[config.mk]
export PLATFORM = sky130hd
export DESIGN_NAME = adc_serial_sampler
export DESIGN_NICKNAME = d
export VERILOG_FILES = /design/src/rtl/adc_serial_sampler.sv
export SDC_FILE = /design/constraint.sdc
export NUM_CORES = 1
export LEC_CHECK = 0
export CORE_UTILIZATION = 51
export CTS_CLUSTER_DIAMETER = 30
export DETAILED_ROUTE_END_ITERATION = 7
export PLACE_DENSITY_LB_ADDON = 0.12
export SYNTH_ARGS = -nofsm -noshare
export SYNTH_HDL_FRONTEND = slang
export SYNTH_SLANG_ARGS = --single-unit
[constraint.sdc]
create_clock -name clk -period 2.9 [get_ports clk]
set_input_delay 0.435 -clock clk [delete_from_list [all_inputs] [get_ports clk]]
set_output_delay 0.435 -clock clk [all_outputs]
set_load 0.005 [all_outputs]
[src/rtl/adc_serial_sampler.sv]
// Periodic reader for a 12-bit serial ADC. It generates the chip select and the serial clock,
// shifts in one frame, and presents the top data bits as a registered, glitch-free level.
module adc_serial_sampler #(
    parameter int CLK_DIV       = 4,
    parameter int SAMPLE_PERIOD = 1000,
    parameter int FRAME_BITS    = 16,
    parameter int OUT_BITS      = 4
) (
    input  logic                clk,
    input  logic                rst,
    input  logic                sdata,
    output logic                cs_n,
    output logic                sclk,
    output logic [OUT_BITS-1:0] adc,
    output logic                valid,
    output logic                frame_err,
    output logic                busy
);

    localparam int DATA_BITS = 12;
    localparam int CNT_MAX   = (SAMPLE_PERIOD > 2*CLK_DIV) ? SAMPLE_PERIOD : 2*CLK_DIV;
    localparam int CNT_W     = $clog2(CNT_MAX + 1);
    localparam int BIT_W     = $clog2(FRAME_BITS + 1);

    localparam logic [CNT_W-1:0] WAIT_LAST = CNT_W'(SAMPLE_PERIOD - 1);
    localparam logic [CNT_W-1:0] HALF      = CNT_W'(CLK_DIV);
    localparam logic [CNT_W-1:0] HALF_LAST = CNT_W'(CLK_DIV - 1);
    localparam logic [CNT_W-1:0] SLOT_LAST = CNT_W'(2*CLK_DIV - 1);
    localparam logic [BIT_W-1:0] BIT_LAST  = BIT_W'(FRAME_BITS - 1);

    typedef enum logic [1:0] {
        IDLE,
        SETUP,
        SHIFT,
        DONE
    } state_t;

    state_t                  state_reg, state_next;
    logic [CNT_W-1:0]        cnt_reg, cnt_next;
    logic [BIT_W-1:0]        bit_reg, bit_next;
    logic [FRAME_BITS-1:0]   shift_reg, shift_next;
    logic [OUT_BITS-1:0]     adc_reg, adc_next;
    logic                    valid_reg, valid_next;
    logic                    err_reg, err_next;
    logic                    cs_n_reg, cs_n_next;
    logic                    sclk_reg, sclk_next;
    logic                    busy_reg, busy_next;
    logic                    lead_zero;

    // A frame is trusted only if the ADC really sent its leading zeros.
    assign lead_zero = ~|shift_reg[FRAME_BITS-1:DATA_BITS];

    always_comb begin
        state_next = state_reg;
        cnt_next   = cnt_reg + CNT_W'(1);
        bit_next   = bit_reg;
        shift_next = shift_reg;
        adc_next   = adc_reg;
        valid_next = 1'b0;
        err_next   = 1'b0;

        case (state_reg)
            IDLE: begin
                if (cnt_reg == WAIT_LAST) begin
                    state_next = SETUP;
                    cnt_next   = '0;
                    shift_next = '0;
                end
            end
            SETUP: begin
                if (cnt_reg == HALF_LAST) begin
                    state_next = SHIFT;
                    cnt_next   = '0;
                    bit_next   = '0;
                end
            end
            SHIFT: begin
                // This edge is the one where sclk rises, so the ADC bit is stable here.
                if (cnt_reg == HALF_LAST) begin
                    shift_next = {shift_reg[FRAME_BITS-2:0], sdata};
                end
                if (cnt_reg == SLOT_LAST) begin
                    cnt_next = '0;
                    if (bit_reg == BIT_LAST) begin
                        state_next = DONE;
                        if (lead_zero) begin
                            adc_next   = shift_reg[DATA_BITS-1 -: OUT_BITS];
                            valid_next = 1'b1;
                        end else begin
                            err_next   = 1'b1;
                        end
                    end else begin
                        bit_next = bit_reg + BIT_W'(1);
                    end
                end
            end
            DONE: begin
                state_next = IDLE;
                cnt_next   = '0;
            end
            default: begin
                state_next = IDLE;
                cnt_next   = '0;
            end
        endcase

        // Pin levels are derived from the upcoming state so they leave the block registered.
        cs_n_next = !((state_next == SETUP) || (state_next == SHIFT));
        sclk_next = !((state_next == SHIFT) && (cnt_next < HALF));
        busy_next = !cs_n_next;
    end

    always_ff @(posedge clk) begin
        if (rst) begin
            state_reg <= IDLE;
            cnt_reg   <= '0;
            bit_reg   <= '0;
            shift_reg <= '0;
            adc_reg   <= '0;
            valid_reg <= 1'b0;
            err_reg   <= 1'b0;
            cs_n_reg  <= 1'b1;
            sclk_reg  <= 1'b1;
            busy_reg  <= 1'b0;
        end else begin
            state_reg <= state_next;
            cnt_reg   <= cnt_next;
            bit_reg   <= bit_next;
            shift_reg <= shift_next;
            adc_reg   <= adc_next;
            valid_reg <= valid_next;
            err_reg   <= err_next;
            cs_n_reg  <= cs_n_next;
            sclk_reg  <= sclk_next;
            busy_reg  <= busy_next;
        end
    end

    assign cs_n      = cs_n_reg;
    assign sclk      = sclk_reg;
    assign adc       = adc_reg;
    assign valid     = valid_reg;
    assign frame_err = err_reg;
    assign busy      = busy_reg;

endmodule

Word level (Yosys, flattened, before mapping):

Index checks and enable logic that the tools add are counted.

* register bits: 42
* input bits: 3
* output and inout port bits: 9

* $add $sub $neg: 2
* magnitude comparators: 1
* eq/ne operators: 14
* multiplexer cells: 18
* bitwise operators: 4
* reductions and logical operators: 12

Operators by type and width (number)
* $pmux 10 s4: 1
* $mux 16: 2
* $pmux 16 s2: 1
* $mux 10: 3
* $mux 5: 3
* $add 10x1->10 const B: 1
* $eq 10x10->1 const B: 1
* $eq 10x2->1 const B: 1
* $eq 10x3->1 const B: 1
* $lt 10x3->1 const B: 1
* $ne 2x2->1 const B: 5
* $pmux 5 s2: 1
* $mux 2: 4
* $pmux 2 s4: 1
* $reduce_and 4->1: 2
* $reduce_or 4->1: 2
* $eq 2x2->1 const B: 3
* $add 5x1->5 const B: 1
* $eq 5x4->1 const B: 1
* $eq 2x1->1 const B: 2
* $not 1->1: 4
* $reduce_bool 2->1: 2
* $reduce_and 3->1: 1
* $logic_not 1->1: 2
* other kinds (4): 5

Longest topological paths before layout:

Gate-level depths: netlist of the first run.

* depth in word-level cells: 7
* mapped depth: 9
* gate-level depth less buffers: 9

Worst setup path after synthesis of the first run:

No wires, ideal clock.

* path type: register to register
* start: register cnt_reg[0]
* end: register sclk_reg, in the netlist sclk
* data arrival time: 2.182 ns
* data required time: 2.780 ns
* path slack: 0.598 ns
* stages on the path, launching flop included: 9
* buffers on the path: 0
* cell sequence: dfxtp_1 ha_1 or3b_1 or3_1 o21ai_1 ha_1 nor2b_1 nand3_1 o31a_1

* cells in the longest elaborated chain, start to end: 6
* elaborated cells on any way between the ends: 16
* those cells by class: 1 x add/sub; 1 x order compare; 4 x eq/ne; 8 x mux; 2 x reduce/logical

Ends and longest elaborated chain
* start, declared: line 39 `logic [CNT_W-1:0] cnt_reg, cnt_next;`
* start signal, assigned: line 127 `cnt_reg <= cnt_next;`
* $eq 10x3->1, or another cell as far along: line 82 `if (cnt_reg == SLOT_LAST) begin`
* $mux 2, on equally long branches: line 82, 64, 71
* $pmux 2 s4 (*): line 62 `case (state_reg)`
* named net state_next[1]: line 38 `state_t state_reg, state_next;`
* $eq 2x2->1 (*): line 109 `sclk_next = !((state_next == SHIFT) && (cnt_next < HALF));`
* $logic_and 1x1->1 (*): line 109
* $logic_not 1->1 (*): line 109
* end signal, assigned: line 134 `sclk_reg <= sclk_next;`
* end, declared: line 46 `logic sclk_reg, sclk_next;`

The timed path passes the listed nets; every way through them passes the cells marked *.
A chain may end at the register's enable or synchronous reset.

Worst setup path in the final report of the first run:

Ends and elaborated chain as after synthesis.

==> metrics.csv, run 1 <==
stage;metric;value;unit
clocking;CTS tree;done;
clocking;Sink Count;42;
pwr;Pleak;0.776;nW
drt;drt drc;0;
floorplan;Die ar.;3920;sq um
timing;RSZ-0062 raised after global routing;no;
timing;slew at the pin closest to its max-slew limit;0.570;ns
layout;Antenna Cells;0;
synthesis;share of the synthesized area in the top cell type;44.9;%
synthesis;top post-synthesis cells by area;dfxtp_1, nand2b_1, nor2_1;
floorplan;Starting Density;54.9;%
timing;Setup TNS;0;ns
timing;Fin Clk Skew;0.00960;ns
pwr;P per Cell Area;471;nW/um^2
drt;DR WL met2;1.36;mm
global_routing;initial antenna violation count;0;
timing;Max Freq;0.403;GHz
pwr;power after layout;976;uW
pwr;Peak supply drop;0.323;mV
synthesis;yosys warns;0;
drt;initial DRC count;42;
synthesis;Syn Nets;210;
synthesis;Async S/R FF share, synth;0;%
synthesis;number of flops mapped to enable cells by yosys;0;
timing;Slew headroom;62.0;%
place;dpl hpwl;2.27;mm
job;Max Cap Viol;0;
synthesis;Synth area leader;dfxtp_1;
synthesis;cells after synthesis;203;
drt;max layer used;met4;
critical_path;critical path type;flip-flop to flip-flop;
clocking;Post-CTS Setup Inserts;0;
synthesis;Yosys cell types;45;
clocking;Root Driver;clkbuf_4;
critical_path;arrival time worst endpoint;2.73;ns
critical_path;CP Launch Type;flip-flop;
clocking;CTS Buf Count;5;
drt;met3 routed WL;94;um
critical_path;Critical Path Fanout Max;7;
layout;layout cells sized above 1;7.51;%
drt;routed vias;1368;
drt;vias per cell;5.28;
clocking;clock latency on the worst-skew pair;0.34;ns
synthesis;ys flop type;dfxtp_1;
timing;final slew viol count;0;
floorplan;IO Pins;12;
floorplan;Die X;62.6;um
place;RePlAce Congestion;0.850;
place;IO Port Bufs;11;
timing;Setup Viol. Count Final;0;
floorplan;Die H;62.6;um
synthesis;Mapped Area;1870;sq um
drt;drt pass-1 iters;6;
critical_path;Crit. End Element;flip-flop;
timing;Tcrit/Tclk final;85.6;%
clocking;Max clock buf depth;2;
floorplan;Rows;21;
global_routing;largest net degree at the start of global routing;27;
synthesis;register area share after synthesis;44.9;%
global_routing;global-route wire length before repair;5.55;mm
clocking;hold_buf cts;0;
hold_path;HP Class;flip-flop to flip-flop;
drt;DR WL/cell;12.1;um
status;status;completed;
clocking;htree depth;2;
drt;Routed Antenna Nets;0;
synthesis;Mapped Avg Cell Area;9.23;sq um
synthesis;flops & latches, synth;42;
layout;Final nets;219;
global_routing;Overflow after GRT;0;
critical_path;Worst Path Required;3.15;ns
drt;WL final;3.12;mm
global_routing;number of global-route vias before repair;1298;
timing;Final Hold Fails;0;
drt;Post-Route M1 WL;1.63;mm
timing;Final min period;2.48;ns
layout;max FFs per register;16;
timing;hold slack;0.471;ns
clocking;PostCTS Resize Cnt;0;
layout;Area Overhead vs Synth;10.6;%
global_routing;Total GRT Usage;17.7;%
clocking;clock slew at reported path FFs;0.11;ns
floorplan;Core Area;3420;sq um
cells in the mapped netlist (2+ instances only):
master     n
a22oi_1    2
a31oi_1    2
and3_1     4
buf_2      4
clkbuf_1   3
dfxtp_1   42
ha_1       4
inv_1      7
mux2i_1    6
nand2_1    7
nand2b_1  20
nand3_1    6
nand4_1    3
nor2_1    27
nor2b_1    2
nor3_1     4
nor4_1     2
o21ai_0    2
o22ai_1   14
o32ai_1    3
or3_1      3
xnor2_1    8
xor2_1     6
cell usage in the layout, fill, tap and decap left out, types with 2 or more instances in the layout:
master and count:
a22oi_1 2, a31oi_1 2, and3_1 4, clkbuf_4 5, clkdlybuf4s50_1 11, dfxtp_1 42, ha_1 4, inv_1 7
mux2i_1 6, nand2_1 7, nand2b_1 20, nand3_1 6, nand4_1 3, nor2_1 27, nor2b_1 2, nor3_1 4
nor4_1 2, o21ai_0 2, o22ai_1 14, o32ai_1 3, or3_1 3, xnor2_1 8, xor2_1 6
layout make-up:
type	count	area, sq um
Timing Repair Buffer	12	118
Clock buffer	6	41.3
Tap cell	46	57.6
Inverter	7	26.3
Clock inverter	2	37.5
Fill cell	298	1340
Sequential cell	42	841
Multi-Input combinational cell	144	952
per-stage QoR:
stage	util [%]	cell area [sq um]	instances	worst slack, ns
2_1_floorplan	-	1870	203	0.598
3_3_place_gp	58.4	1990	251	0.508
3_5_place_dp	58.4	1990	251	0.428
4_1_cts	60.7	2070	259	0.411
5_1_grt	60.7	2070	259	0.222
6_report	60.7	2070	259	0.418
worst max-delay path: stages (launching register included):
cell	delay (ns)
dfxtp_1	0.38
ha_1	0.34
or3b_1	0.46
or3_1	0.35
o21ai_1	0.19
ha_1	0.17
nor2b_1	0.15
nand3_1	0.08
o31a_1	0.27
where the power goes:
group	switching (mW)	internal (mW)	leakage, nW	total (mW)
registers	0.00506	0.580	0.339	0.586
clock network	0.177	0.182	0.0385	0.359
logic	0.0167	0.0144	0.399	0.0311
total	0.199	0.777	0.776	0.976
path summary, 6_finish.rpt:
kind | slack (ns) | endpoint | from | cells past startpoint
worst max-delay path | 0.42 | sclk$_SDFF_PP1_ | cnt_reg[0]$_SDFF_PP0_ | 8
worst min register to register | 0.47 | cnt_reg[0]$_SDFF_PP0_ | cnt_reg[0]$_SDFF_PP0_ | 1
worst min-delay path | 0.47 | cnt_reg[0]$_SDFF_PP0_ | cnt_reg[0]$_SDFF_PP0_ | 1
worst max register to register | 0.42 | sclk$_SDFF_PP1_ | cnt_reg[0]$_SDFF_PP0_ | 8
logic make-up after synthesis:
kind of cell | after synthesis | share of synthesized area (%)
multiplexers | 6 | 3.20
adder cells (fa/ha/maj) | 4 | 2.67
XOR/XNOR | 14 | 6.54
flip-flops | 42 | 44.9
AO/OA/AOI/OAI | 30 | 11.1
buffers and inverters | 17 | 4.34
AND/OR/NAND/NOR | 90 | 27.2
layer usage:
| layer | track usage [%] | vias to the layer above |
|---|---|---|
| met4 | 5.23 | 0 |
| met5 | 0 | - |
| li1 | - | 724 |
| met1 | 22.1 | 626 |
| met3 | 5.11 | 6 |
| met2 | 29.2 | 12 |
Power figures use the tool's default switching activity.
==> inputs of run 2 (changes only) <==
CORE_UTILIZATION = 57   (was 51)
PLACE_DENSITY = 0.81   (was not set)
PLACE_DENSITY_LB_ADDON = not set   (was 0.12)
==> run 2 against run 1 <==
- combinational power about the same
- largest power group unchanged
- core utilization increased by 6.7 points
- routed wire length increased by 6.3%
- highest routed layer unchanged
- setup slack got worse by 0.13 ns
==> metrics.csv, run 2 (synthesized netlist as in run 1, its figures left out) <==
stage;metric;value;unit;change
status;status;completed;;
floorplan;Die X;59.3;um;-5.2%
clocking;clock slew at reported path FFs;0.12;ns;about the same
place;placed cell area;1990;sq um;-0.13%
timing;Setup TNS;0;ns;unchanged
critical_path;arrival time worst endpoint;2.87;ns;+0.14 ns
clocking;Post-CTS Setup Inserts;0;;unchanged
global_routing;number of global-route vias before repair;1354;;+4.3%
timing;RSZ-0062 raised after global routing;no;;
clocking;Max clock buf depth;2;;unchanged
drt;routed vias;1429;;+4.5%
timing;Setup Viol. Count Final;0;;unchanged
drt;WL final;3.32;mm;+6.3%
global_routing;initial antenna violation count;0;;unchanged
clocking;hold_buf cts;0;;unchanged
layout;max FFs per register;16;;unchanged
clocking;CTS Buf Count;5;;unchanged
floorplan;IO Pins;12;;unchanged
floorplan;Core Area;3080;sq um;-9.9%
pwr;P per Cell Area;480;nW/um^2;+2.0%
drt;drt pass-1 iters;4;;-2
critical_path;CP Launch Type;flip-flop;;
critical_path;Crit. End Element;flip-flop;;
layout;finished layout cell area;2070;sq um;unchanged
place;RePlAce Congestion;0.866;;+1.8%
layout;fin util;67.4;%;+6.7 points
layout;Area Overhead vs Synth;10.6;%;unchanged
job;Max Cap Viol;0;;unchanged
layout;most frequent cells in the layout;dfxtp_1, nor2_1, nand2b_1;;
timing;Slew headroom;61.5;%;-0.51 points
clocking;PostCTS Resize Cnt;0;;unchanged
drt;initial DRC count;64;;+52%
layout;Final nets;219;;unchanged
place;IO Port Bufs;11;;unchanged
place;dpl hpwl;2.46;mm;+8.7%
layout;layout cells sized above 1;7.98;%;+0.47 points
timing;final slew viol count;0;;unchanged
timing;Fin Clk Skew;0.0149;ns;+0.00530 ns
layout;Reg area;841;sq um;unchanged
critical_path;critical path type;flip-flop to flip-flop;;
global_routing;Overflow after GRT;0;;unchanged
hold_path;HP Class;flip-flop to flip-flop;;
timing;slew at the pin closest to its max-slew limit;0.577;ns;+0.00763 ns
layout;leading cell type in the layout, fill and taps excluded;dfxtp_1;;
floorplan;Die H;59.3;um;-5.2%
floorplan;Starting Density;60.9;%;+6.0 points
timing;Final Hold Fails;0;;unchanged
drt;Routed Antenna Nets;0;;unchanged
timing;post-layout worst setup margin;0.286;ns;-0.132 ns
drt;vias per cell;5.56;;+5.3%
timing;Final min period;2.61;ns;+0.132 ns
floorplan;Die ar.;3520;sq um;-10%
pwr;power after layout;995;uW;+2.0%
place;placed cells;249;;-0.80%
timing;Max Freq;0.383;GHz;-5.0%
timing;Tcrit/Tclk final;90.1;%;+4.6 points
layout;area of the multi-input gates;952;sq um;unchanged
clocking;htree depth;2;;unchanged
clocking;Sink Count;42;;unchanged
drt;drt drc;0;;unchanged
place;Post-Place Worst Slack;0.325;ns;-0.103 ns
global_routing;Total GRT Usage;21.3;%;+3.7 points
critical_path;Critical Path Fanout Max;7;;unchanged
floorplan;Rows;20;;-4.8%
global_routing;global-route wire length before repair;5.67;mm;+2.1%
clocking;clock latency on the worst-skew pair;0.36;ns;+0.02 ns
layout;Antenna Cells;0;;unchanged
drt;DR WL/cell;12.9;um;+7.1%
pwr;Pleak;0.784;nW;+0.92%
global_routing;largest net degree at the start of global routing;23;;-15%
critical_path;Worst Path Required;3.15;ns;about the same
clocking;CTS tree;done;;
timing;hold slack;0.481;ns;+0.00995 ns
layout;fillers;275;;-7.7%
pwr;Peak supply drop;0.475;mV;+47%
layout;Finished Layout Cells;257;;-0.77%
clocking;Root Driver;clkbuf_4;;
[run 2: final timing paths]
check / startpoint / end / slack, ns / cells past startpoint
worst min-delay path: cnt_reg[0]$_SDFF_PP0_ / cnt_reg[0]$_SDFF_PP0_ / 0.48 / 1
worst min register to register: cnt_reg[0]$_SDFF_PP0_ / cnt_reg[0]$_SDFF_PP0_ / 0.48 / 1
worst max register to register: cnt_reg[0]$_SDFF_PP0_ / sclk$_SDFF_PP1_ / 0.29 / 8
worst max-delay path: cnt_reg[0]$_SDFF_PP0_ / sclk$_SDFF_PP1_ / 0.29 / 8
[run 2: report_power, final]
part	internal, mW	leakage [nW]	switching [mW]	total (mW)
registers	0.581	0.339	0.00522	0.586
logic	0.0145	0.399	0.0169	0.0314
clock network	0.183	0.0456	0.195	0.378
total	0.778	0.784	0.217	0.995
[run 2: cell type report]
class	instances	area share, %
Clock inverter	3	2.11
Inverter	7	1.27
Tap cell	44	2.66
Timing Repair Buffer	12	5.67
Sequential cell	42	40.6
Multi-Input combinational cell	144	45.9
Clock buffer	5	1.81
[run 2: critical path, cell delays in order (launching register included)]
cell and delay [ns]:
dfxtp_1 0.39, ha_1 0.33, or3b_1 0.45, or3_1 0.35, o21ai_1 0.24, ha_1 0.19, nor2b_1 0.18, nand3_1 0.10
o31a_1 0.28
[run 2: metal layers]
metal  vias up  wire [um]  global-route usage (%)
li1        720          -                       -
met1       672       1550                    27.3
met2        30       1620                    34.5
met3         7        105                    4.80
met4         0         43                    8.84
met5         -          0                       0
